`src/rtl/bcd_pkg.sv`:
```
// Shared BCD definitions: digit width, largest legal digit value, and a
// validity check used wherever raw nibbles enter the counter.
package bcd_pkg;

  localparam int BCD_DIGIT_W = 4;

  typedef logic [BCD_DIGIT_W-1:0] bcd_digit_t;

  localparam bcd_digit_t BCD_MAX_DIGIT = 4'd9;

  typedef enum logic {
    DIR_DOWN = 1'b0,
    DIR_UP   = 1'b1
  } dir_e;

  function automatic logic digit_valid(input bcd_digit_t digit);
    return digit <= BCD_MAX_DIGIT;
  endfunction

endpackage

```
`src/rtl/bcd_digit_step.sv`:
```
// One BCD digit of the counter chain: applies a +1/-1 step when step_in is
// set and reports a carry/borrow to the next more significant digit.
module bcd_digit_step
  import bcd_pkg::*;
(
  input  bcd_digit_t digit,
  input  logic       step_in,
  input  logic       up,
  output bcd_digit_t next_digit,
  output logic       step_out
);

  // NOTE: defaults first so every path assigns both outputs; no latch inferred.
  always_comb begin
    next_digit = digit;
    step_out   = 1'b0;
    if (step_in) begin
      if (dir_e'(up) == DIR_UP) begin
        // ">=" also steers an illegal nibble back to 0 instead of counting on.
        if (digit >= BCD_MAX_DIGIT) begin
          next_digit = '0;
          step_out   = 1'b1;
        end else begin
          next_digit = digit + 4'd1;
        end
      end else begin
        if (digit == '0) begin
          next_digit = BCD_MAX_DIGIT;
          step_out   = 1'b1;
        end else begin
          next_digit = digit - 4'd1;
        end
      end
    end
  end

endmodule

```
`src/rtl/bcd_updown_counter.sv`:
```
// N-digit BCD up/down counter with clear, validated parallel load and
// either wrap-around or saturation at the terminal count.
module bcd_updown_counter
  import bcd_pkg::*;
#(
  parameter int N_DIGITS = 4,
  parameter int SATURATE = 0
) (
  input  logic                            i_clk,
  input  logic                            i_reset,
  input  logic                            i_clear,
  input  logic                            i_load,
  input  logic [N_DIGITS*BCD_DIGIT_W-1:0] i_load_val,
  input  logic                            i_en,
  input  logic                            i_up,
  output logic [N_DIGITS*BCD_DIGIT_W-1:0] o_count,
  output logic                            o_wrap,
  output logic                            o_sat,
  output logic                            o_load_err
);

  localparam int W = N_DIGITS * BCD_DIGIT_W;

  logic [W-1:0]      count_q;
  logic [W-1:0]      count_next;
  logic [N_DIGITS:0] step;
  logic              wrap_q;
  logic              load_err_q;
  logic              load_ok;
  logic              at_max;
  logic              at_min;

  // Step chain: digit 0 steps on enable, digit k steps on the ripple from k-1.
  assign step[0] = i_en;

  for (genvar g = 0; g < N_DIGITS; g++) begin : g_digit
    bcd_digit_step u_step (
      .digit     (count_q[g*BCD_DIGIT_W +: BCD_DIGIT_W]),
      .step_in   (step[g]),
      .up        (i_up),
      .next_digit(count_next[g*BCD_DIGIT_W +: BCD_DIGIT_W]),
      .step_out  (step[g+1])
    );
  end

  always_comb begin
    load_ok = 1'b1;
    at_max  = 1'b1;
    for (int i = 0; i < N_DIGITS; i++) begin
      if (!digit_valid(i_load_val[i*BCD_DIGIT_W +: BCD_DIGIT_W])) load_ok = 1'b0;
      if (count_q[i*BCD_DIGIT_W +: BCD_DIGIT_W] != BCD_MAX_DIGIT) at_max = 1'b0;
    end
  end

  assign at_min = (count_q == '0);

  // NOTE: sequential state uses non-blocking assignments only.
  always_ff @(posedge i_clk or posedge i_reset) begin
    if (i_reset) begin
      count_q    <= '0;
      wrap_q     <= 1'b0;
      load_err_q <= 1'b0;
    end else begin
      wrap_q     <= 1'b0;
      load_err_q <= 1'b0;
      if (i_clear) begin
        count_q <= '0;
      end else if (i_load) begin
        if (load_ok) count_q    <= i_load_val;
        else         load_err_q <= 1'b1;
      end else if (i_en) begin
        // Carry/borrow out of the top digit means the terminal count was reached.
        if (!step[N_DIGITS]) begin
          count_q <= count_next;
        end else if (SATURATE == 0) begin
          count_q <= count_next;
          wrap_q  <= 1'b1;
        end
      end
    end
  end

  assign o_count    = count_q;
  assign o_wrap     = wrap_q;
  assign o_load_err = load_err_q;
  assign o_sat      = (SATURATE != 0) && (i_up ? at_max : at_min);

endmodule

```
`config.mk`:
```
export PLATFORM = sky130hd
export DESIGN_NAME = bcd_updown_counter
export DESIGN_NICKNAME = d
export VERILOG_FILES = /design/src/rtl/bcd_pkg.sv /design/src/rtl/bcd_digit_step.sv /design/src/rtl/bcd_updown_counter.sv
export SDC_FILE = /design/constraint.sdc
export NUM_CORES = 1
export LEC_CHECK = 0
export ABC_AREA = 1
export CAP_MARGIN = 20
export CORE_MARGIN = 2
export CORE_UTILIZATION = 60
export DETAILED_ROUTE_END_ITERATION = 6
export DONT_BUFFER_PORTS = 1
export HOLD_SLACK_MARGIN = 0.08
export PLACE_DENSITY_LB_ADDON = 0.3
export SLEW_MARGIN = 20
export SYNTH_ARGS = -nofsm -noshare
export SYNTH_HDL_FRONTEND = slang
export SYNTH_SLANG_ARGS = --single-unit
```
`constraint.sdc`:
```
create_clock -name i_clk -period 4.15 [get_ports i_clk]
set_input_delay 1.245 -clock i_clk [delete_from_list [all_inputs] [get_ports i_clk]]
set_output_delay 1.245 -clock i_clk [all_outputs]
set_load 0.005 [all_outputs]
```
==> metrics.md <==
| Metric | Value |
|---|---|
| Result of the run | finished, final reports clean |
| Ports | between 40 and 50 |
| Cell taking the most area after synthesis | sky130_fd_sc_hd__dfrtp_1 |
| Drt total wl | 4110 um |
| Initial antenna violation count | 0 |
| HPWL reported at the end of detailed placement | 3170 um |
| Power per unit of standard cell area | around 330 nW/um^2 |
| Post-route non-filler standard cell count | 295 |
| Maximum clock frequency | between 400 and 500 MHz |
| Classification of the worst setup path | flop to primary output |
| Endpoint class of the critical path | primary output |
| Tightest Pin Transition | 0.709 ns |
| Area of the die | 3540 um^2 |
| Syn. warnings | 0 |
| Cell row count | 20 |
| Sw Ratio | 0.433 |
| Class of the tightest hold or removal check | flop to flop |
| Total CTS buffers | 3 |
| Residual DRC count | 0 |
| Deepest clock path buffer count | 2 |
| Clock skew | 0.0164 ns |
| Internal power of the cells | 0.352 mW |
| Number of placed instances, taps included | approximately 290 |
| Worst r2r path cells | 11 |
| Minimum hold slack | 0.601 ns |
| N_diodes | 0 |
| Flop pwr share | 0.396 |
| Clk Latency, worst-skew pair | 0.31 ns |
| Final antenna-violating net count | 0 |
| Post-Syn Nets | 298 |
| Share of cells above drive strength 1 | 0.168 |
| Synth Instances | around 260 |
| Std-Cell Core Area | 3000 um^2 |
| Synth cell count leaders | 64 x sky130_fd_sc_hd__nand2_1, 25 x sky130_fd_sc_hd__nand3_1, 21 x sky130_fd_sc_hd__inv_1, 21 x sky130_fd_sc_hd__nor2_1, 18 x sky130_fd_sc_hd__dfrtp_1 |
| Top area cells in the synthesized netlist | sky130_fd_sc_hd__dfrtp_1 24%, sky130_fd_sc_hd__nand2_1 13%, sky130_fd_sc_hd__ha_1 8.8%, sky130_fd_sc_hd__nand3_1 6.8%, sky130_fd_sc_hd__inv_1 4.3% |
| Setup repair bufs after CTS | 0 |
| Aggregate negative setup slack | 0 ns |
| Primary flip-flop cell chosen by synthesis mapping | sky130_fd_sc_hd__dfrtp_1 |
| Final-report hold violation count | 0 |
| Sequential share of the synthesized area | 0.243 |
| Count of routing violations after the opening detailed-route iteration | 95 |
| Vias after detailed routing | between 1.5k and 2k |
| Worst vdd ir | 0.000212 V |
| Headroom to the max-slew limit | 0.527 |
| Chip Width | between 50 and 60 um |
| Count of cell instances traversed by the critical path | 0 |
| Yosys top cell area share | 0.243 |
| Placement-stage worst setup slack | 1.73 ns |
| Number of enable flip-flop cells after synthesis | 0 |
| Reg clk slew, reported paths | 0.12 ns |
| Critical path peak fanout | 7 |
| Total standard cell area after synthesis | 1850 um^2 |
| Syn Area/Cell | between 7 and 8 um^2 |
| Clock tree from TritonCTS | built |
| Pin count of the biggest net entering global routing | 19 |
| Cell with the most instances after synthesis | sky130_fd_sc_hd__nand2_1 |
| Via count of the first global-routing pass | approximately 1.5k |
| Fraction of registers with async set or reset after synthesis | 1.00 |
| Count of different cell masters after synthesis | 35 |
| Type of origin of the critical path | flop |
| Filler cell count | 283 |
| Detailed-routing iteration count for the pre-antenna-repair pass | 4 |
| IO Port Bufs | 0 |
| Setup violators final | 0 |
| GRT Overall Usage | 0.248 |
| Setup repair after global routing missed its margin | no |
| DIE HEIGHT | 59.5 um |
| Required time of the critical path | 2.90 ns |
| Resize count post-CTS | 0 |
| Leakage dissipation | ~0.94 nW |
| Total number of nets in the final design | roughly 300 |
| Starting density of the core | 0.616 |
| #FFs+latches synth | 18 |
| Overall power | 0.622 mW |
| Worst setup margin | 2.08 ns |
| Global route overflow | 0 |
| Master cell of the clock root buffer | sky130_fd_sc_hd__clkbuf_4 |
| Mean number of vias per cell | 5.75 |
| Combined area of the multi-input logic cells | 1240 um^2 |
| Period Utilization, post-route | 0.499 |
| Hold buffer count at CTS | 0 |
| Arrival time at the worst endpoint | 0.82 ns |
| Clk pwr share | 0.181 |
| Average wire per cell in the routed design | 13.9 um |
| First-pass GRT wire length | 6640 um |
| Part of the power in combinational logic | 0.423 |
| Weighted congestion at the end of routability-driven global placement | 0.876 |
| Synth-to-layout area growth | 2.37% |
| # H-tree levels | 1 |
| Clock sink count | 18 |
| Final critical delay including setup and external delays | 2.07 ns |
| Switching power | 0.269 mW |
| Number of slew-limit violations in the final report | 0 |
| Hold Path Depth | 2 |
| Area taken by flip-flops and latches | around 450 um^2 |
| Max_cap viols | 0 |
cell families (layout without fill, tap and decap cells):
logic type | count (synthesis) | in the layout | share of synthesized area
adder cells (fa/ha/maj) | 13 | 13 | 0.0879
XOR/XNOR | 5 | 5 | 0.0237
AND/OR/NAND/NOR | 139 | 139 | 0.392
buffers and inverters | 38 | 37 | 0.0886
flip-flops | 18 | 18 | 0.243
AO/OA/AOI/OAI | 49 | 49 | 0.162
other | 1 | 1 | 0.00203
layout make-up:
type	instances	share of cell area
Inverter	33	0.0687
Clock buffer	4	0.0192
Tap cell	33	0.0218
Sequential cell	18	0.238
Multi-Input combinational cell	207	0.653
layer usage:
| layer | GRT usage | vias up | wire length, um |
|---|---|---|---|
| met5 | 0 | - | 0 |
| met4 | 0.0476 | 0 | 23 |
| met3 | 0.0568 | 4 | 267 |
| met2 | 0.410 | 57 | 1930 |
| met1 | 0.333 | 774 | 1880 |
| li1 | - | 861 | - |
power groups by stage:
stage | combinational, mW | clock [mW] | sequential, mW
after floorplan | 0.227 | 0 | 0.237
after global placement | 0.259 | 0 | 0.249
after detailed placement | 0.262 | 0 | 0.250
after CTS | 0.264 | 0.114 | 0.246
after global routing | 0.301 | 0.123 | 0.251
final | 0.263 | 0.113 | 0.246
final timing paths:
check / from / end / slack [ns]
worst max-delay path: o_count[15] / o_count[15] / 2.08
worst min-delay path: o_count[9] / o_count[9] / 0.60
worst max register to register: o_count[0] / o_count[4] / 2.32
worst min register to register: o_count[9] / o_count[9] / 0.60
max in group asynchronous: i_reset / o_count[9] / 2.77
min in group asynchronous: i_reset / o_wrap / 0.92
sequential cells by signal (all words and copies together), names as in the netlist:
signal      count
o_count        16
o_load_err      1
o_wrap          1
metrics by stage:
step           instance area, um^2  utilization
5_1_grt                       1890        0.631
2_1_floorplan                 1850            -
4_1_cts                       1890        0.631
6_report                      1890        0.631
3_5_place_dp                  1860        0.619
3_3_place_gp                  1860        0.619
cells in the final DEF (no fill, tap or decap), drive strengths merged, types with 5 or more instances in the layout:
| cell | synthesis | layout |
|---|---|---|
| nor2 | 25 | 25 |
| a21oi | 12 | 12 |
| dfrtp | 18 | 18 |
| nand3 | 29 | 29 |
| o211ai | 6 | 6 |
| o21ai | 28 | 28 |
| ha | 13 | 13 |
| inv | 32 | 32 |
| nand2 | 75 | 75 |
| nand4 | 5 | 5 |
Power figures use the tool's default switching activity.
